## config.mk

```make
export PLATFORM = sky130hd
export DESIGN_NAME = matmul_sched
export DESIGN_NICKNAME = d
export VERILOG_FILES = /design/src/rtl/matmul_pkg.sv /design/src/rtl/matmul_apb_if.sv /design/src/rtl/matmul_sched.sv
export SDC_FILE = /design/constraint.sdc
export NUM_CORES = 1
export LEC_CHECK = 0
export ABC_CLOCK_PERIOD_IN_PS = 1800
export BUFFER_PORTS_ARGS = -buffer_cell sky130_fd_sc_hd__clkbuf_2
export CAP_MARGIN = 10
export CORE_AREA = 2 2 118 120
export DETAILED_ROUTE_END_ITERATION = 7
export DIE_AREA = 0 0 120 122
export GPL_TIMING_DRIVEN = 0
export PLACE_DENSITY = 0.49
export SLEW_MARGIN = 10
export SYNTH_ARGS = -nofsm -noshare
export SYNTH_HDL_FRONTEND = slang
export SYNTH_HIERARCHICAL = 1
export SYNTH_SLANG_ARGS = --single-unit
export TNS_END_PERCENT = 100
```

## constraint.sdc

```tcl
create_clock -name clk_i -period 1.8 [get_ports clk_i]
set_clock_uncertainty 0.1 [all_clocks]
set_input_delay 0.18 -clock clk_i [delete_from_list [all_inputs] [get_ports clk_i]]
set_output_delay 0.18 -clock clk_i [all_outputs]
set_load 0.1 [all_outputs]
```

## src/rtl/matmul_pkg.sv

```systemverilog
// Shared types and constants for the matmul scheduler: FSM states, APB
// address regions and status register layout.
package matmul_pkg;

   typedef enum logic [1:0] {
      ST_IDLE  = 2'd0,
      ST_CLEAR = 2'd1,
      ST_FEED  = 2'd2,
      ST_DONE  = 2'd3
   } state_e;

   typedef enum logic [1:0] {
      RGN_CTRL    = 2'd0,
      RGN_OP_A    = 2'd1,
      RGN_OP_B    = 2'd2,
      RGN_ILLEGAL = 2'd3
   } region_e;

   localparam int unsigned RGN_LSB       = 6;
   localparam int unsigned IDX_LSB       = 2;
   localparam int unsigned IDX_W         = 4;
   localparam int unsigned START_BIT     = 0;
   localparam int unsigned STAT_BUSY_BIT = 0;
   localparam int unsigned STAT_DONE_BIT = 1;

endpackage

```

## src/rtl/matmul_apb_if.sv

```systemverilog
// APB slave front end: region decode, error response, operand-register
// access and the single wait state for operand reads.
module matmul_apb_if
   import matmul_pkg::*;
#(
   parameter int unsigned DATA_WIDTH = 32,
   parameter int unsigned BUS_WIDTH  = 64,
   parameter int unsigned ADDR_WIDTH = 32
) (
   input  logic                  clk_i,
   input  logic                  rst_ni,
   input  logic                  psel_i,
   input  logic                  penable_i,
   input  logic                  pwrite_i,
   input  logic [ADDR_WIDTH-1:0] paddr_i,
   input  logic [BUS_WIDTH-1:0]  pwdata_i,
   output logic [BUS_WIDTH-1:0]  prdata_o,
   output logic                  pready_o,
   output logic                  pslverr_o,
   output logic [ADDR_WIDTH-1:0] op_addr_o,
   output logic [DATA_WIDTH-1:0] op_wdata_o,
   output logic                  op_we_a_o,
   output logic                  op_we_b_o,
   input  logic [DATA_WIDTH-1:0] op_rdata_a_i,
   input  logic [DATA_WIDTH-1:0] op_rdata_b_i,
   input  logic                  busy_i,
   input  logic                  done_i,
   input  logic                  feed_i,
   input  logic [ADDR_WIDTH-1:0] seq_addr_i,
   output logic                  start_o
);

   region_e          region;
   logic [IDX_W-1:0] idx;
   logic             access;
   logic             is_op;
   logic             wr_start;
   logic             err;
   logic             first_rd;
   logic             wait_d, wait_q;
   logic [BUS_WIDTH-1:0] status;
   logic             unused_bits;

   assign region   = region_e'(paddr_i[RGN_LSB+1:RGN_LSB]);
   assign idx      = paddr_i[IDX_LSB+IDX_W-1:IDX_LSB];
   assign access   = psel_i & penable_i;
   assign is_op    = (region == RGN_OP_A) || (region == RGN_OP_B);
   assign wr_start = pwrite_i && (region == RGN_CTRL) && pwdata_i[START_BIT];
   assign err      = access && ((region == RGN_ILLEGAL) ||
                                (pwrite_i && busy_i && (is_op || wr_start)));
   assign first_rd = access && !pwrite_i && is_op && !wait_q;
   assign wait_d   = first_rd;

   assign unused_bits = ^{paddr_i[ADDR_WIDTH-1:RGN_LSB+2], paddr_i[IDX_LSB-1:0], pwdata_i};

   // NOTE: every output gets a default before any branch, so no latch is inferred.
   always_comb begin
      status                = '0;
      status[STAT_BUSY_BIT] = busy_i;
      status[STAT_DONE_BIT] = done_i;

      prdata_o   = '0;
      pready_o   = 1'b0;
      pslverr_o  = 1'b0;
      op_addr_o  = '0;
      op_wdata_o = '0;
      op_we_a_o  = 1'b0;
      op_we_b_o  = 1'b0;
      start_o    = 1'b0;

      // NOTE: outputs are gated by rst_ni so they drop to 0 the moment reset asserts,
      // even while the master keeps an access open.
      if (rst_ni) begin
         op_wdata_o = DATA_WIDTH'(pwdata_i);
         if (feed_i) op_addr_o = seq_addr_i;
         if (access) begin
            pready_o  = !first_rd;
            pslverr_o = err;
            if (!err) begin
               // An APB operand access owns the address only in its first data cycle.
               if (is_op && (pwrite_i || !wait_q)) op_addr_o = ADDR_WIDTH'(idx);
               if (pwrite_i) begin
                  op_we_a_o = (region == RGN_OP_A);
                  op_we_b_o = (region == RGN_OP_B);
                  start_o   = wr_start;
               end else if (region == RGN_CTRL) begin
                  prdata_o = status;
               end else if (wait_q) begin
                  prdata_o = (region == RGN_OP_A) ? BUS_WIDTH'(op_rdata_a_i)
                                                  : BUS_WIDTH'(op_rdata_b_i);
               end
            end
         end
      end
   end

   // NOTE: sequential state is updated with non-blocking assignments only.
   always_ff @(posedge clk_i or negedge rst_ni) begin
      if (!rst_ni) wait_q <= 1'b0;
      else         wait_q <= wait_d;
   end

endmodule

```

## src/rtl/matmul_sched.sv

```systemverilog
// Systolic-array scheduler: start/clear/feed/done sequencing with an
// APB control and operand-access front end.
module matmul_sched
   import matmul_pkg::*;
#(
   parameter int unsigned DATA_WIDTH = 32,
   parameter int unsigned BUS_WIDTH  = 64,
   parameter int unsigned ADDR_WIDTH = 32,
   parameter int unsigned MAX_DIM    = 4
) (
   input  logic                          clk_i,
   input  logic                          rst_ni,
   input  logic                          psel_i,
   input  logic                          penable_i,
   input  logic                          pwrite_i,
   input  logic [ADDR_WIDTH-1:0]         paddr_i,
   input  logic [BUS_WIDTH-1:0]          pwdata_i,
   output logic [BUS_WIDTH-1:0]          prdata_o,
   output logic                          pready_o,
   output logic                          pslverr_o,
   output logic [ADDR_WIDTH-1:0]         op_addr_o,
   output logic [DATA_WIDTH-1:0]         op_wdata_o,
   output logic                          op_we_a_o,
   output logic                          op_we_b_o,
   input  logic [DATA_WIDTH-1:0]         op_rdata_a_i,
   input  logic [DATA_WIDTH-1:0]         op_rdata_b_i,
   output logic                          sa_clear_o,
   output logic                          sa_step_o,
   output logic [$clog2(3*MAX_DIM)-1:0]  sa_cnt_o,
   output logic                          busy_o
);

   localparam int unsigned CNT_W       = $clog2(3*MAX_DIM);
   localparam int unsigned MATRIX_SIZE = MAX_DIM * MAX_DIM;
   localparam logic [CNT_W-1:0] FEED_LAST = CNT_W'(3*MAX_DIM - 3);

   state_e           state_d, state_q;
   logic [CNT_W-1:0] cnt_d, cnt_q;
   logic             done_d, done_q;
   logic             clear_d, clear_q;
   logic             step_d, step_q;
   logic             busy_d, busy_q;
   logic             start;
   logic [ADDR_WIDTH-1:0] seq_addr;

   assign seq_addr = ADDR_WIDTH'(32'(cnt_q) % 32'(MATRIX_SIZE));

   matmul_apb_if #(
      .DATA_WIDTH (DATA_WIDTH),
      .BUS_WIDTH  (BUS_WIDTH),
      .ADDR_WIDTH (ADDR_WIDTH)
   ) u_apb_if (
      .clk_i        (clk_i),
      .rst_ni       (rst_ni),
      .psel_i       (psel_i),
      .penable_i    (penable_i),
      .pwrite_i     (pwrite_i),
      .paddr_i      (paddr_i),
      .pwdata_i     (pwdata_i),
      .prdata_o     (prdata_o),
      .pready_o     (pready_o),
      .pslverr_o    (pslverr_o),
      .op_addr_o    (op_addr_o),
      .op_wdata_o   (op_wdata_o),
      .op_we_a_o    (op_we_a_o),
      .op_we_b_o    (op_we_b_o),
      .op_rdata_a_i (op_rdata_a_i),
      .op_rdata_b_i (op_rdata_b_i),
      .busy_i       (busy_q),
      .done_i       (done_q),
      .feed_i       (step_q),
      .seq_addr_i   (seq_addr),
      .start_o      (start)
   );

   always_comb begin
      state_d = state_q;
      done_d  = done_q;
      unique case (state_q)
         ST_IDLE:  if (start) state_d = ST_CLEAR;
         ST_CLEAR: state_d = ST_FEED;
         ST_FEED:  if (cnt_q == FEED_LAST) state_d = ST_DONE;
         ST_DONE:  state_d = ST_IDLE;
         default:  state_d = ST_IDLE;
      endcase

      // Outputs are decoded from the next state so they are flops aligned with the state.
      if (state_d == ST_CLEAR) done_d = 1'b0;
      if (state_d == ST_DONE)  done_d = 1'b1;
      cnt_d   = (state_q == ST_FEED && state_d == ST_FEED) ? cnt_q + 1'b1 : '0;
      clear_d = (state_d == ST_CLEAR);
      step_d  = (state_d == ST_FEED);
      busy_d  = (state_d != ST_IDLE);
   end

   always_ff @(posedge clk_i or negedge rst_ni) begin
      if (!rst_ni) begin
         state_q <= ST_IDLE;
         cnt_q   <= '0;
         done_q  <= 1'b0;
         clear_q <= 1'b0;
         step_q  <= 1'b0;
         busy_q  <= 1'b0;
      end else begin
         state_q <= state_d;
         cnt_q   <= cnt_d;
         done_q  <= done_d;
         clear_q <= clear_d;
         step_q  <= step_d;
         busy_q  <= busy_d;
      end
   end

   assign sa_clear_o = clear_q;
   assign sa_step_o  = step_q;
   assign sa_cnt_o   = cnt_q;
   assign busy_o     = busy_q;

endmodule

```

Word level (Yosys, flattened, before mapping)

Cells that the tools add are included.

Reduce and logical (&&, ||, !) cells: 21
Bitwise gates (word level): 1
Equal/unequal tests: 10
Add/subtract/negate cells: 1
Multiplexer cells: 35

Operators with widths:

| kind                | count |
|---|---|
| $mux 64             | 6 |
| $mux 32             | 5 |
| $mux 1              | 18 |
| $eq 2x2->1 const B  | 6 |
| $mux 4              | 3 |
| $logic_and 1x1->1   | 10 |
| $pmux 2 s4          | 1 |
| $eq 2x1->1 const B  | 3 |
| $add 4x1->4 const B | 1 |
| $eq 4x4->1 const B  | 1 |
| $logic_not 2->1     | 2 |
| $logic_or 1x1->1    | 4 |
| $mux 2              | 2 |
| $reduce_bool 2->1   | 2 |
| $logic_not 1->1     | 3 |
| $and 1x1->1         | 1 |

Logic and storage cells: 75
Input port bits: 165
Bits in registers: 11
Output and inout bits: 139

Logic depth before layout (Yosys ltp)

Gate-level depths: netlist of run 1.

Word-level depth: 15
Mapped depth: 9
Gate-level depth less buffers: 9

Hierarchy

Netlist of run 1, hierarchy kept.

By module, submodules not included:

| module        | seq. area each (um^2) | times used | cells an instance | area each (um^2) |
|---|---|---|---|---|
| matmul_apb_if | 25.0                  | 1          | 209               | 1,467.7 |
| matmul_sched  | 250.2                 | 1          | 39                | 476.7 |

Worst setup path before layout of run 1

Ideal clock, no wire load.

Kind: flip-flop to output port
Start: reg busy_q (netlist: busy_o)
End: out prdata_o[0]
Path slack: -2.473 ns
Arrival: 3.993 ns
Required time: 1.520 ns
Cell stages (with the launch flop): 3
Cell sequence: dfrtp_1 a22oi_1 nor4_1

Cells in the longest elaborated chain, start to end: 7
Elaborated cells on any way between the ends: 9

Ends and longest elaborated chain:

| element                         | RTL line            | source |
|---|---|---|
| start, declared                 | matmul_sched.sv:42  | `logic busy_d, busy_q;` |
| start signal, assigned          | matmul_sched.sv:110 | `busy_q <= busy_d;` |
| $logic_and 1x1->1 (2 in series) | matmul_apb_if.sv:50 | `(pwrite_i && busy_i && (is_op \|\| wr_start)));` |
| $logic_or 1x1->1                | matmul_apb_if.sv:49 | `assign err = access && ((region == RGN_ILLEGAL) \|\|` |
| $logic_and 1x1->1               | matmul_apb_if.sv:49 |  |
| $mux 64 *                       | matmul_apb_if.sv:79 | `if (!err) begin` |
| $mux 64 *                       | matmul_apb_if.sv:76 | `if (access) begin` |
| $mux 64 *                       | matmul_apb_if.sv:73 | `if (rst_ni) begin` |
| end, declared                   | matmul_sched.sv:18  | `output logic [BUS_WIDTH-1:0] prdata_o,` |

Mark *: on every way between the ends. The rest lies on a longest branch, timed or not.

Final worst setup path of run 1

Start: reg u_apb_if.wait_q
End: out prdata_o[13]

Cells in the longest elaborated chain, start to end: 6

Ends and longest elaborated chain:

| element                | RTL line             | source |
|---|---|---|
| start, declared        | matmul_apb_if.sv:40  | `logic wait_d, wait_q;` |
| start signal, assigned | matmul_apb_if.sv:100 | `else wait_q <= wait_d;` |
| $mux 64                | matmul_apb_if.sv:88  | `end else if (wait_q) begin` |
| $mux 64                | matmul_apb_if.sv:86  | `end else if (region == RGN_CTRL) begin` |
| $mux 64                | matmul_apb_if.sv:82  | `if (pwrite_i) begin` |
| $mux 64                | matmul_apb_if.sv:79  |  |
| $mux 64                | matmul_apb_if.sv:76  |  |
| $mux 64                | matmul_apb_if.sv:73  |  |

Every way passes these cells.

==> impl_metrics.ini, run 1 <==
[outcome]
status = finished with violations
failed_checks = setup timing

[timing]
setup_violations_final = 44
timing.final.max_slew_violations = 0
worst_pin_slew_ns = 0.978
relSlewSlack = 0.353
whs_ns = 0.174
final_critical_period_ns = 2.12
totalNegativeSetupSlack_ns = -11.04
fmax_ghz = 0.472
worst_slack_ns = -0.319
final_min_period_over_clock_period = 1.18
grt_setup_unrepaired = true
hold_viol_final = 0

[floorplanning]
core-area_sq_mm = 0.0135
die_height_um = 122
fp-row-count = 43
ioPinCount = 304
die_area_sq_mm = 0.0146
chipWidth_um = 120
starting_density = 0.144

[yosys]
ys_types = 39
synthFlopType = dfrtp_1
ys_async_sr_fraction = 1.00
syn_inst = 248
syn-mean-instance-area_sq_um = 7.84
register_area_share_after_synthesis = 0.142
yosys_warnings = 6
number_of_synthesized_flops_with_an_enable_pin = 0
mapped_area_sq_mm = 0.00194
synth_seq_cells = 11

[worst_setup_path]
worst-endpoint-required_ns = 1.52
critical_path_max_stage_delay_ns = 0.59
timing_worst_setup_path_type = register to output port
worst_ep_arrival_time_ns = 1.84
crit_path_start_kind = register
path_max_fanout = 5
path_cells = nor2b_4 > or4b_4 > buf_12 > nor2_4 > clkbuf_16
critical-path-slowest-cell = or4b_4
sort_of_element_at_the_end_of_the_critical_path = output port

[finish]
design.final.nets = 683
antenna_diode_count = 0
nFillCells = 1332
post_route_cells_drive_above_1_share = 0.611
final_util = 0.359
synthToLayoutAreaGrowth_pct = 150

[power]
power_frac_seq = 0.133
totalPowerFinal_mw = 2.52
p_clk_frac = 0.159
power_density_mw_per_mm2 = 518
power.switching_fraction = 0.586
p_int_mw = 1.04
leakage_nw = 2.37
share_of_power_burned_in_combinational_logic = 0.708
power.ir.vdd_worst_mv = 0.595
switching_power_of_the_nets_mw = 1.47

[cts]
cts_tree = done
ctsHtreeMaxLevel = 1
clock_sink_count = 11
worst_setup_hold_path_clk_slew_ns = 0.04
cts_made_buffers = 3
cts_buffer_depth = 2
cts_root_buffer = clkbuf_16
clock_insertion_delay_worst_skew_ns = 0.24

[routing]
wirelength_mm = 8.28
vias_per_cell = 3.64
drt_first_pass_iters = 2
post_drt_wl_per_cell_um = 12.0
antenna_violating_nets_post_route = 0
drt_first_iter_violations = 23
remaining_drc_errors = 0
vias = 2505

[global_routing]
grt.overflow.total = 0
number_of_antenna_violations_at_the_first_check_in_global_routing = 0
grt_usage = 0.101
first_global_vias = 2329
grt_max_degree = 12
grt_pass1_wl_mm = 11.9

[place]
post-dp-hpwl_mm = 6.41
preCtsSetupSlack_ns = -1.01
numPortBuffers = 185
gp_routability_congestion = 0.708

[run]
cap_violations = 0

[worst_hold_path]
hold_path.class = input port to register
## kinds of logic (layout without fill, tap and decap cells)
logic type,after synthesis,count (layout),synth area share
AOI/OAI and AO/OA,10,10,0.0431
xor gates and xnor gates,2,2,0.00901
adders and majority gates,8,8,0.0515
buffers and inverters,52,255,0.174
DFF,11,11,0.142
muxes,38,38,0.200
other,2,60,0.00386
and+or+nand+nor,125,125,0.376
## power by group through the flow
stage,logic (mW),clock network (mW),registers [mW]
after floorplan,1.25,0,0.447
after global placement,1.61,0,0.333
after CTS,1.74,0.410,0.334
after global routing,1.86,0.420,0.342
after detailed placement,1.62,0,0.336
final,1.78,0.401,0.335
## layout make-up
type,instances,area (sq um),area share
inverters,7,47.5,0.00980
plain buffers,45,355,0.0732
multi-input cells,243,1980,0.409
clock buffers,4,78.8,0.0162
flip-flops and latches,11,282,0.0580
repair buffers,199,1880,0.388
well taps,180,225,0.0464
## worst max-delay path: cells and delay by family, from the launching register on
| kind | cells | cell delay, ns |
|---|---|---|
| buffers and inverters | 2 | 0.41 |
| DFF | 1 | 0.34 |
| and+or+nand+nor | 3 | 0.85 |
## worst paths after layout
check / slack, ns / start / cells after the start / endpoint
min in group asynchronous: 0.42 / rst_ni / 2 / sa_cnt_o[3]$_DFF_PN0_
setup / recovery: -0.32 / u_apb_if/wait_q$_DFF_PN0_ / 5 / prdata_o[13]
setup reg to reg: -0.21 / busy_o$_DFF_PN0_ / 5 / done_q$_DFFE_PN0P_
hold reg to reg: 0.43 / sa_cnt_o[0]$_DFF_PN0_ / 1 / sa_cnt_o[0]$_DFF_PN0_
max in group asynchronous: 0.78 / rst_ni / 2 / busy_o$_DFF_PN0_
hold / removal: 0.17 / penable_i / 2 / u_apb_if/wait_q$_DFF_PN0_
## synth_stat cells (2+ instances only)
library cell | n | area, sq um
a22oi_1 | 2 | 15.0
ha_1 | 8 | 100
buf_1 | 3 | 11.3
mux2i_1 | 34 | 340
nor3_1 | 4 | 20.0
nand2_1 | 5 | 18.8
dfrtp_1 | 11 | 275
and2_1 | 63 | 394
mux2_2 | 3 | 33.8
nor2b_1 | 2 | 12.5
clkbuf_1 | 6 | 22.5
nor4_1 | 2 | 12.5
buf_6 | 3 | 33.8
nor2_2 | 11 | 68.8
inv_1 | 6 | 22.5
nand3_1 | 5 | 25.0
buf_4 | 32 | 240
conb_1 | 2 | 7.51
nor2_1 | 25 | 93.8
a21oi_1 | 2 | 10.0
## layout by cell type, fill, tap and decap left out, types with 2 or more instances in the layout
master / n
ha_1: 5
conb_1: 60
buf_4: 40
buf_6: 3
dfrtp_2: 2
ha_4: 2
dfrtp_1: 8
nor2_4: 34
o22ai_4: 2
clkbuf_1: 7
clkbuf_16: 42
nand2_1: 5
and2_4: 3
and2_1: 60
nor2_1: 2
clkbuf_2: 143
nand3_1: 5
nor4_4: 2
mux2_4: 3
buf_12: 4
nor3_2: 3
clkbuf_8: 2
buf_2: 2
mux2i_1: 30
inv_1: 4
mux2i_4: 4
## sequential cells by signal (all words and copies together), names as in the netlist
register and count:
sa_clear_o 1, state_q 2, sa_cnt_o 4, sa_step_o 1, busy_o 1, u_apb_if/wait_q 1, done_q 1
## routing by layer
metal,track usage,vias up,part of all wire
met5,0,-,0
met4,0.0125,0,0.0042
met3,0.0215,6,0.082
met2,0.202,124,0.56
met1,0.112,1125,0.36
li1,-,1250,-
## through the flow
stage / instance area (sq um) / cells
floorplan: 2570 / 306
global placement: 3720 / 671
detailed placement: 3720 / 671
CTS: 4790 / 687
global route: 4850 / 689
finish: 4850 / 689
## what timing repair did
action | CTS | global route
endpoints found under the setup margin | 52 | 48
hold endpoints to repair | 11 | 0
pin swaps | 5 | 12
hold buffers | 1 | 0
gates cloned | 1 | 1
resized for setup | 139 | 8
setup buffers | 10 | 2
Power figures use the tool's default switching activity.
==> inputs of run 2 (changes only) <==
--- a/config.mk
+++ b/config.mk
@@ -12,7 +12,7 @@
 export DETAILED_ROUTE_END_ITERATION = 7
 export DIE_AREA = 0 0 120 122
 export GPL_TIMING_DRIVEN = 0
-export PLACE_DENSITY = 0.49
+export PLACE_DENSITY_LB_ADDON = 0.08
 export SLEW_MARGIN = 10
 export SYNTH_ARGS = -nofsm -noshare
 export SYNTH_HDL_FRONTEND = slang
==> run 2 against run 1 <==
  * Wire length shrank 8.2%
  * Clock power is 1% lower
  * Cell count down 0.87%
  * Worst hold slack worse by 0.016 ns
  * Critical path depth is the same
  * Die area unchanged
  * Combinational power down 5%
  * Setup slack gained 0.025 ns
  * Highest routed layer unchanged
  * The flow still finishes with violations (setup timing)
  * First-iteration DRC count rose to 2.7 times the previous value
==> impl_metrics.ini, run 2 (synthesis gave the netlist of run 1 again) <==
[cts]
ctsHtreeMaxLevel = 1
cts_tree = done
cts_buffer_depth = 2
clock_insertion_delay_worst_skew_ns = 0.23
clock_sink_count = 11
cts_root_buffer = clkbuf_16
cts_made_buffers = 3
worst_setup_hold_path_clk_slew_ns = 0.04

[worst_setup_path]
crit_path_start_kind = register
critical_path_buf_inv_count = 2
r2r_cells = 6
critical-path-slowest-cell = or4b_4
critical_path_max_stage_delay_ns = 0.57
worstReg2RegStart = busy_o$_DFF_PN0_
sort_of_element_at_the_end_of_the_critical_path = output port
worst-endpoint-required_ns = 1.52
timing_worst_setup_path_type = register to output port
regToRegSetupSlack_ns = -0.20
critPathCapture = prdata_o[30]
path_cells = nor2b_4 > or4b_4 > buf_12 > nor2_4 > clkbuf_16
cp_num_cells = 5
r2r_end = done_q$_DFFE_PN0P_
path_max_fanout = 10
critical_path.startpoint = u_apb_if/wait_q$_DFF_PN0_
worst_ep_arrival_time_ns = 1.81
crit_family = simple AND/OR/NAND/NOR gates

[worst_hold_path]
hold_path.class = input port to register

[finish]
layout.cells.most_common_list = clkbuf_2 (143), and2_1 (61), conb_1 (60)
ff_latch_area_sq_um = 282
final_util = 0.349
design.final.nets = 677
final_cells = 683
largest_register_ff_count = 4
synthToLayoutAreaGrowth_pct = 143
antenna_diode_count = 0
layout.cell_area.non_filler_sq_mm = 0.00472
nFillCells = 1361
most_common_cell_after_layout_fill_and_taps_aside = clkbuf_2
multiInputGateArea_sq_mm = 0.00194
post_route_cells_drive_above_1_share = 0.590

[routing]
antenna_violating_nets_post_route = 0
drt_first_iter_violations = 62
post_drt_wl_per_cell_um = 11.1
remaining_drc_errors = 0
drt_first_pass_iters = 4
wirelength_mm = 7.60
vias = 2472
vias_per_cell = 3.62

[place]
placement.cell_area_sq_mm = 0.00372
numPortBuffers = 185
post-dp-hpwl_mm = 6.22
gp_routability_congestion = 0.687
post-place-cells = 671

[global_routing]
grt_pass1_wl_mm = 11.6
grt_max_degree = 12
grt.overflow.total = 0
grt_usage = 0.0964
number_of_antenna_violations_at_the_first_check_in_global_routing = 0
first_global_vias = 2392

[timing]
setup_violations_final = 41
relSlewSlack = 0.352
final_min_period_over_clock_period = 1.16
worst_slack_ns = -0.295
timing.final.max_slew_violations = 0
hold_viol_final = 0
grt_setup_unrepaired = true
worst_pin_slew_ns = 0.979
fmax_ghz = 0.477
whs_ns = 0.158
final_critical_period_ns = 2.09

[floorplanning]
fp-row-count = 43
starting_density = 0.144
ioPinCount = 304
core-area_sq_mm = 0.0135
chipWidth_um = 120
die_area_sq_mm = 0.0146
die_height_um = 122

[power]
power.ir.vdd_worst_mv = 0.301
power_density_mw_per_mm2 = 512
leakage_nw = 2.32

[outcome]
status = finished with violations
failed_checks = setup timing

[run]
cap_violations = 0
[run 2: cell count changes in the layout (fill, tap and decap cells not counted), moves of 2 or more]
cell	previous run	this run
nor3_2	3	0
buf_6	3	1
buf_4	40	38
clkbuf_16	42	40
nor3_1	1	4
[run 2: worst min-delay path by stage]
| stage | startpoint | end | slack [ns] | depth (start not counted) |
|---|---|---|---|---|
| 6_report | penable_i | u_apb_if/wait_q$_DFF_PN0_ | 0.16 | 2 |
| 5_1_grt | penable_i | u_apb_if/wait_q$_DFF_PN0_ | 0.17 | 2 |
| 4_1_cts | penable_i | u_apb_if/wait_q$_DFF_PN0_ | 0.16 | 2 |
| 3_5_place_dp | rst_ni | sa_cnt_o[1]$_DFF_PN0_ | 0.05 | 1 |
| 3_3_place_gp | rst_ni | sa_cnt_o[1]$_DFF_PN0_ | 0.05 | 1 |
| 2_1_floorplan | rst_ni | done_q$_DFFE_PN0P_ | -0.22 | 0 |
[run 2: cell type report]
type,count,share of cell area
Multi-Input combinational cell,243,0.412
Buffer,45,0.0740
Tap cell,180,0.0477
Sequential cell,11,0.0597
Inverter,7,0.00955
Timing Repair Buffer,193,0.380
Clock buffer,4,0.0167
[run 2: worst reg2reg max path: stages, from the launching register on]
cell       delay [ns]
dfrtp_4          0.50
a2111oi_4        0.37
and3_1           0.24
and3b_1          0.25
nor2_4           0.14
inv_2            0.05
mux2_4           0.25
[run 2: timing repair]
action | 4_1_cts | 5_1_grt
endpoints found under the hold margin | 11 | 0
cloned | 1 | 0
setup endpoints to repair | 62 | 47
pin swaps | 3 | 2
gates resized for setup | 129 | 4
hold buffers | 1 | 0
setup buffers | 5 | 1
[run 2: power by group]
part | leakage [nW] | switching, mW | total [mW] | internal [mW]
clock | 0.0382 | 0.0995 | 0.396 | 0.296
sequential | 0.146 | 0.0387 | 0.330 | 0.292
combinational | 2.14 | 1.29 | 1.69 | 0.396
[run 2: routing by layer]
layer,vias up,GRT usage,routed length (um)
met3,2,0.0257,793
met5,-,0,0
met2,144,0.183,3880
met4,0,0.0118,47
met1,1095,0.110,2880
li1,1231,-,-
[run 2: through the flow]
step                TNS [ns]  total power [mW]  setup slack (ns)
floorplan              -9.62              1.70            -0.412
global placement      -37.49              1.95             -1.15
detailed placement    -39.24              1.95             -1.24
CTS                   -10.23              2.42            -0.307
global route          -12.67              2.54            -0.352
finish                 -9.61              2.41            -0.295
